--- src/rtl/sevenseg_frame_capture.sv ---
// Passive reader for a multiplexed 4-digit seven-segment bus: samples each digit once its
// registered {an,seg} pattern has dwelt SETTLE_CYCLES cycles and assembles 16-bit frames.
module sevenseg_frame_capture #(
  parameter int SETTLE_CYCLES = 4,
  parameter int CNT_W         = $clog2(SETTLE_CYCLES + 1)
) (
  input  logic        CLK100MHZ,
  input  logic        rst_n,
  input  logic [6:0]  seg,
  input  logic [3:0]  an,
  input  logic        clear,
  output logic [15:0] value,
  output logic        frame_valid,
  output logic        frame_changed,
  output logic [3:0]  digit_mask,
  output logic        err_pattern,
  output logic        err_anode
);

  typedef enum logic [1:0] {WAIT = 2'd0, SETTLE = 2'd1, HELD = 2'd2} state_t;

  state_t           state_r;
  logic [CNT_W-1:0] cnt_r;
  logic [3:0]       an_r;
  logic [6:0]       seg_r;
  logic [15:0]      digits_r;

  logic             change_s;
  logic             strobe_s;
  logic [4:0]       dec_s;
  logic             single_s;
  logic             multi_s;
  logic [1:0]       idx_s;
  logic [3:0]       new_mask_s;
  logic [15:0]      merged_s;

  // Active-low segment pattern to {valid, nibble}
  function automatic logic [4:0] seg_decode(input logic [6:0] s);
    case (s)
      7'b1000000: return {1'b1, 4'h0};
      7'b1111001: return {1'b1, 4'h1};
      7'b0100100: return {1'b1, 4'h2};
      7'b0110000: return {1'b1, 4'h3};
      7'b0011001: return {1'b1, 4'h4};
      7'b0010010: return {1'b1, 4'h5};
      7'b0000010: return {1'b1, 4'h6};
      7'b1111000: return {1'b1, 4'h7};
      7'b0000000: return {1'b1, 4'h8};
      7'b0010000: return {1'b1, 4'h9};
      7'b0001000: return {1'b1, 4'hA};
      7'b0000011: return {1'b1, 4'hB};
      7'b1000110: return {1'b1, 4'hC};
      7'b0100001: return {1'b1, 4'hD};
      7'b0000110: return {1'b1, 4'hE};
      7'b0001110: return {1'b1, 4'hF};
      default:    return 5'b00000;
    endcase
  endfunction

  // Change is judged on what the input register is about to load, so the counter
  // reads 1 on the first cycle the registered copy holds a new pattern.
  always_comb begin
    change_s = ({an, seg} != {an_r, seg_r});
    strobe_s = (state_r == SETTLE) && (cnt_r == CNT_W'(SETTLE_CYCLES));
    dec_s    = seg_decode(seg_r);
  end

  // Anode classification: which single digit is lit, or more than one
  always_comb begin
    single_s = 1'b1;
    idx_s    = 2'd0;
    case (an_r)
      4'b1110: idx_s = 2'd0;
      4'b1101: idx_s = 2'd1;
      4'b1011: idx_s = 2'd2;
      4'b0111: idx_s = 2'd3;
      default: single_s = 1'b0;
    endcase
    multi_s    = (an_r != 4'b1111) && !single_s;
    new_mask_s = digit_mask | (4'b0001 << idx_s);
    merged_s   = digits_r;
    merged_s[{idx_s, 2'b00} +: 4] = dec_s[3:0];
  end

  // Input register and settle FSM
  always_ff @(posedge CLK100MHZ or negedge rst_n) begin
    if (!rst_n) begin
      an_r    <= 4'b1111;
      seg_r   <= 7'b1111111;
      state_r <= WAIT;
      cnt_r   <= '0;
    end else begin
      an_r  <= an;
      seg_r <= seg;
      case (state_r)
        WAIT, HELD: begin
          if (change_s) begin
            state_r <= SETTLE;
            cnt_r   <= CNT_W'(1);
          end
        end
        SETTLE: begin
          if (change_s) begin
            cnt_r <= CNT_W'(1);
          end else if (strobe_s) begin
            state_r <= HELD;
          end else begin
            cnt_r <= cnt_r + CNT_W'(1);
          end
        end
        default: begin
          state_r <= WAIT;
          cnt_r   <= '0;
        end
      endcase
    end
  end

  // Digit capture, frame assembly and sticky error flags
  always_ff @(posedge CLK100MHZ or negedge rst_n) begin
    if (!rst_n) begin
      value         <= 16'h0000;
      frame_valid   <= 1'b0;
      frame_changed <= 1'b0;
      digit_mask    <= 4'b0000;
      err_pattern   <= 1'b0;
      err_anode     <= 1'b0;
      digits_r      <= 16'h0000;
    end else begin
      frame_valid   <= 1'b0;
      frame_changed <= 1'b0;
      if (clear) begin
        digit_mask  <= 4'b0000;
        err_pattern <= 1'b0;
        err_anode   <= 1'b0;
      end else if (strobe_s) begin
        if (multi_s) begin
          err_anode <= 1'b1;
        end else if (single_s) begin
          if (dec_s[4]) begin
            digits_r <= merged_s;
            if (new_mask_s == 4'b1111) begin
              value         <= merged_s;
              frame_valid   <= 1'b1;
              frame_changed <= (merged_s != value);
              digit_mask    <= 4'b0000;
            end else begin
              digit_mask <= new_mask_s;
            end
          end else begin
            err_pattern <= 1'b1;
          end
        end
      end
    end
  end

endmodule

--- config.mk ---
export PLATFORM = sky130hd
export DESIGN_NAME = sevenseg_frame_capture
export DESIGN_NICKNAME = d
export VERILOG_FILES = /design/src/rtl/sevenseg_frame_capture.sv
export SDC_FILE = /design/constraint.sdc
export NUM_CORES = 1
export LEC_CHECK = 0
export ABC_AREA = 0
export CORE_AREA = 2 2 82 84
export CTS_CLUSTER_DIAMETER = 40
export DETAILED_ROUTE_END_ITERATION = 12
export DIE_AREA = 0 0 84 86
export PLACE_DENSITY = 0.78
export SETUP_SLACK_MARGIN = 0.02
export SYNTH_ARGS = -nofsm -noshare
export SYNTH_HDL_FRONTEND = slang
export SYNTH_SLANG_ARGS = --single-unit
export TNS_END_PERCENT = 100
--- constraint.sdc ---
create_clock -name CLK100MHZ -period 4 [get_ports CLK100MHZ]
set_input_delay 0.6 -clock CLK100MHZ [delete_from_list [all_inputs] [get_ports CLK100MHZ]]
set_output_delay 0.6 -clock CLK100MHZ [all_outputs]
set_load 0.05 [all_outputs]
== Word level (Yosys, flattened, before mapping) ==
Index checks and enable logic that the tools add are counted.

* Add/sub/neg operators: 2
* Eq/ne operators: 32
* Shifts and indexed selects: 3
* Muxes and demuxes: 38
* Bitwise logic cells: 3
* Reduce and logical (&&, ||, !) cells: 18

{| class="wikitable"
|+ Operator list
! operator !! count
|-
| $pmux W5 S16 || 1
|-
| $eq A7 B7 Y1 const B || 4
|-
| $mux W4 || 6
|-
| $eq A7 B5 Y1 const B || 3
|-
| $eq A7 B6 Y1 const B || 3
|-
| $mux W1 || 21
|-
| $bwmux W16 || 1
|-
| $eq A4 B4 Y1 const B || 4
|-
| $ne A16 B16 Y1 || 1
|-
| $shift A4 B6 Y16 const A || 1
|-
| $shiftx A4 B6 Y16 || 1
|-
| $eq A7 B2 Y1 const B || 2
|-
| $eq A7 B4 Y1 const B || 2
|-
| $ne A11 B11 Y1 || 1
|-
| $ne A2 B2 Y1 const B || 5
|-
| $mux W3 || 3
|-
| $reduce_and A4 Y1 || 2
|-
| $reduce_bool A2 Y1 || 4
|-
| $eq A7 B3 Y1 const B || 1
|-
| $logic_not A7 Y1 || 1
|-
| $mux W2 || 3
|-
| $neg A4 Y6 || 1
|-
| $pmux W2 S3 || 1
|-
| $pmux W3 S2 || 1
|-
| 20 further kinds || 23
|}

* Flip-flop bits (word level): 56
* Bits of input ports: 14
* Output and inout bits: 24
* Word-level logic and storage cells: 107

== Logic depth before layout (Yosys ltp) ==
* Word-level depth: 12
* Mapped depth: 14
* Gate-level depth less buffers: 11

== Worst setup path after synthesis ==
No wires, ideal clock.

* Path type: flip-flop to flip-flop
* Start point: reg an_r[3]
* End point: reg frame_changed
* Data arrival time: 2.903 ns
* Data required time: 3.857 ns
* Path slack: 0.953 ns
* Cell stages (with the launch flop): 15
* Clock period less this slack: 3.047 ns
* Cells stage by stage: dfstp_2 -> buf_2 -> xor2_1 -> nand2_1 -> inv_1 -> ha_1 -> clkbuf_1 -> nor3b_1 -> nand3_1 -> clkbuf_1 -> o21ai_0 -> nand2_1 -> nand4b_1 -> nor4b_1 -> a41oi_1

* Cells in the longest elaborated chain, start to end: 12
* Elaborated cells between the ends (all ways): 24
* Those cells by class: add/sub: 1; eq/ne: 7; shift: 3; mux: 9; bitwise: 1; reduce/logical: 3

{| class="wikitable"
|+ Ends and longest elaborated chain
! what !! RTL line !! RTL
|-
| start, declared || 24 || <nowiki>logic [3:0] an_r;</nowiki>
|-
| start signal, assigned || 93 || <nowiki>an_r <= an;</nowiki>
|-
| $eq A4 B3 Y1 / $eq A4 B4 Y1 (equally long branches) || 72 || <nowiki>case (an_r)</nowiki>
|-
| $pmux W2 S3 || 72 ||
|-
| $neg A4 Y6 || 82 || <nowiki>merged_s[{idx_s, 2'b00} +: 4] = dec_s[3:0];</nowiki>
|-
| $shiftx A4 B6 Y16 / $shift A4 B6 Y16 (equally long branches) || 82 ||
|-
| $bwmux W16 || 82 ||
|-
| $ne A16 B16 Y1 || 145 || <nowiki>frame_changed <= (merged_s != value);</nowiki>
|-
| $mux W1 || 142 || <nowiki>if (new_mask_s == 4'b1111) begin</nowiki>
|-
| $mux W1 || 140 || <nowiki>if (dec_s[4]) begin</nowiki>
|-
| $mux W1 || 139 || <nowiki>end else if (single_s) begin</nowiki>
|-
| $mux W1 (*) || 137 || <nowiki>if (multi_s) begin</nowiki>
|-
| $mux W1 (*) || 136 || <nowiki>end else if (strobe_s) begin</nowiki>
|-
| $mux W1 (*) || 132 || <nowiki>if (clear) begin</nowiki>
|-
| end signal, assigned || 145 ||
|-
| end, declared || 14 || <nowiki>output logic frame_changed,</nowiki>
|}

Mark *: on every way between the ends. The rest lies on a longest branch, timed or not.
A chain may end at the register's enable or synchronous reset.

== Final worst setup path ==
* Start point: reg an_r[1]
* End point: reg frame_changed

Same word-level chain as after synthesis.

==> impl_metrics.py <==
metrics = {
    "clock_network": {
        "cts.sinks": 56,
        "post_cts_buffers": 0,
        "cts_max_path_buffers": 2,
        "tritoncts": "built",
        "cts-root-buf": "clkbuf_8",
        "cts_resized": 0,
        "cts_made_buffers": 5,
        "clk_latency_ps": 310,
        "hold_buffers": 0,
        "htree_levels": 2,
        "clk_pin_slew_ps": 100,
    },
    "timing": {
        "rsz0062_at_grt": "false",
        "setup_violations": 0,
        "clock_skew_ps": 2.48,
        "hold_viol": 0,
        "fmax_ghz": 0.283,
        "worstMarginPinSlew_ps": 987,
        "holdWs_ps": 300,
        "fin_tns_setup_ps": 0,
        "slew_headroom": 0.342,
        "period_needed_ps": 3530,
        "post-route-period-util": 0.883,
        "slew_viol_final": 0,
    },
    "setup_path": {
        "cp.arrival_ps": 3670,
        "cp-end-kind": "flip-flop",
        "cp.required_ps": 4140,
        "cpPeakStageDelay_ps": 620,
        "cp_max_fo": 11,
        "critical_path_buf_inv_count": 1,
        "crit_type": "reg -> reg",
        "start_kind": "flip-flop",
        "crit_top_cell": "nand2_1",
        "worstPathCellList": "xor2_1 > nand2_1 > inv_1 > ha_1 > nor3b_1 > nand3_1 > o21ai_0 > nand2_1 > nand4b_1 > nor4b_1 > a41oi_1",
        "crit_slowest_cell": "dfstp_2",
        "path_delay_family": "simple AND/OR/NAND/NOR gates",
    },
    "global_routing": {
        "grt_max_degree": 31,
        "antenna_found_initial": 0,
        "grtUsageTotal": 0.257,
        "grt_pass1_wl_um": 14700,
        "grt_pass1_vias": 2945,
        "grt_overflow": 0,
    },
    "floorplanning": {
        "dieWidth_um": 84,
        "boundaryPins": 38,
        "rows": 29,
        "die-area_mm2": 0.00722,
        "design.core.area_mm2": 0.00628,
        "die-height_um": 86,
        "start_util": 0.557,
    },
    "cells_and_area": {
        "nets": 430,
        "area_growth_pct": 13.8,
        "final_cell_count_no_fill": 487,
        "antenna_cells": 0,
        "ff_latch_area_mm2": 0.00142,
        "n_fill_cell": 553,
        "mostFrequentLayoutCell": "dfrtp_1",
        "multi_input_area_mm2": 0.00188,
        "final_area_mm2": 0.00398,
        "drive_above_1_share": 0.0902,
        "mostFrequentLayoutCells": "dfrtp_1, clkdlybuf4s50_1, nand2_1, nor2_1, inv_1",
    },
    "yosys": {
        "yosysSeqAreaShare": 0.405,
        "syn_inst": 382,
        "ys_ff_latch": 56,
        "ys_types": 67,
        "synth.avg_cell_area_um2": 9.16,
        "synth_fp_nets": 403,
        "async_reset_ff_frac": 1.00,
        "synthFlopType": "dfrtp_1",
        "yosys_warnings": 0,
        "netlist_area_mm2": 0.00350,
        "synth_edf_count": 0,
    },
    "placement": {
        "portBuffers": 37,
        "placed_area_mm2": 0.00387,
        "dp_cells": 479,
        "gp_congestion": 0.959,
        "dp_hpwl_um": 6750,
    },
    "routing": {
        "wl_met3_um": 703,
        "routed_wl_um": 9000,
        "m1WireLength_um": 3740,
        "highest_layer": "met4",
        "drt_iter0_drc": 418,
        "postRouteAntennaNets": 0,
        "wl_per_cell_um": 18.5,
        "drc_errors": 0,
        "met2WireLength_um": 4250,
        "firstDrtPassIters": 8,
        "viasPerCell": 6.40,
        "vias": 3118,
    },
    "flow_run": {
        "cap_viol_max_count": 0,
    },
    "power": {
        "irDropWorstVdd_mv": 0.179,
        "power_density_mw_per_mm2": 269,
        "p_leak_nw": 1.64,
    },
    "worst_hold_path": {
        "hp-class": "in -> async",
    },
    "status": {
        "status": "complete, no violations",
    },
}
kinds of logic after synthesis:
group,share of synthesized area
compound gates,0.244
xor+xnor,0.0451
fa+ha+maj,0.0311
buf+inv,0.0569
flops,0.405
mux,0.0122
simple gates,0.206
final timing paths:
path | cells past startpoint | startpoint | end | slack [ps]
max in group asynchronous | 2 | rst_n | seg_r[0] | 2850
max reg2reg | 11 | an_r[1] | frame_changed | 470
min in group CLK100MHZ | 1 | digits_r[1] | digits_r[1] | 490
min | 1 | rst_n | value[9] | 300
max | 11 | an_r[1] | frame_changed | 470
min reg2reg | 1 | digits_r[1] | digits_r[1] | 490
per-layer routing:
layer | vias up | GRT usage
li1 | 1449 | -
met1 | 1454 | 0.337
met2 | 179 | 0.436
met3 | 36 | 0.0414
met4 | 0 | 0.0865
met5 | - | 0
per-stage QoR:
step / util / total power [mW] / setup slack, ps
floorplan: - / 0.663 / 953
global placement: 0.617 / 0.706 / 771
detailed placement: 0.617 / 0.709 / 613
CTS: 0.634 / 1.07 / 569
global route: 0.634 / 1.11 / 153
finish: 0.634 / 1.07 / 469
power by group:
group / switching, mW / internal (mW)
logic: 0.0604 / 0.0439
registers: 0.0180 / 0.577
clock network: 0.184 / 0.186
Yosys cell counts (all sizes together) (5+ instances only):
cell | n | area, µm²
xor2 | 14 | 123
nand3 | 11 | 60.1
nand2b | 13 | 81.3
nor2 | 26 | 100
o221ai | 5 | 43.8
dfstp | 11 | 289
nor2b | 7 | 43.8
o21ai | 31 | 155
inv | 22 | 82.6
and2 | 5 | 31.3
nand2 | 31 | 116
a21oi | 20 | 111
nor3b | 5 | 42.5
ha | 7 | 87.6
a211oi | 5 | 42.5
dfrtp | 45 | 1130
o22ai | 10 | 62.6
clkbuf | 9 | 35.0
nor3 | 6 | 30.0
o2bb2ai | 16 | 140
buf | 12 | 81.3
state kept, by name, summed over array words and instances (netlist names):
register / flops
err_pattern: 1
seg_r: 7
an_r: 4
frame_valid: 1
cnt_r: 3
digits_r: 16
digit_mask: 4
err_anode: 1
frame_changed: 1
value: 16
state_r: 2
layout make-up:
class	instances	share of cell area
Timing Repair Buffer	41	0.0993
Multi-Input combinational cell	283	0.473
Inverter	22	0.0207
Tap cell	77	0.0242
Sequential cell	56	0.355
Clock buffer	6	0.0182
Clock inverter	2	0.00880
Note: power is estimated with default switching activity, not from simulation.
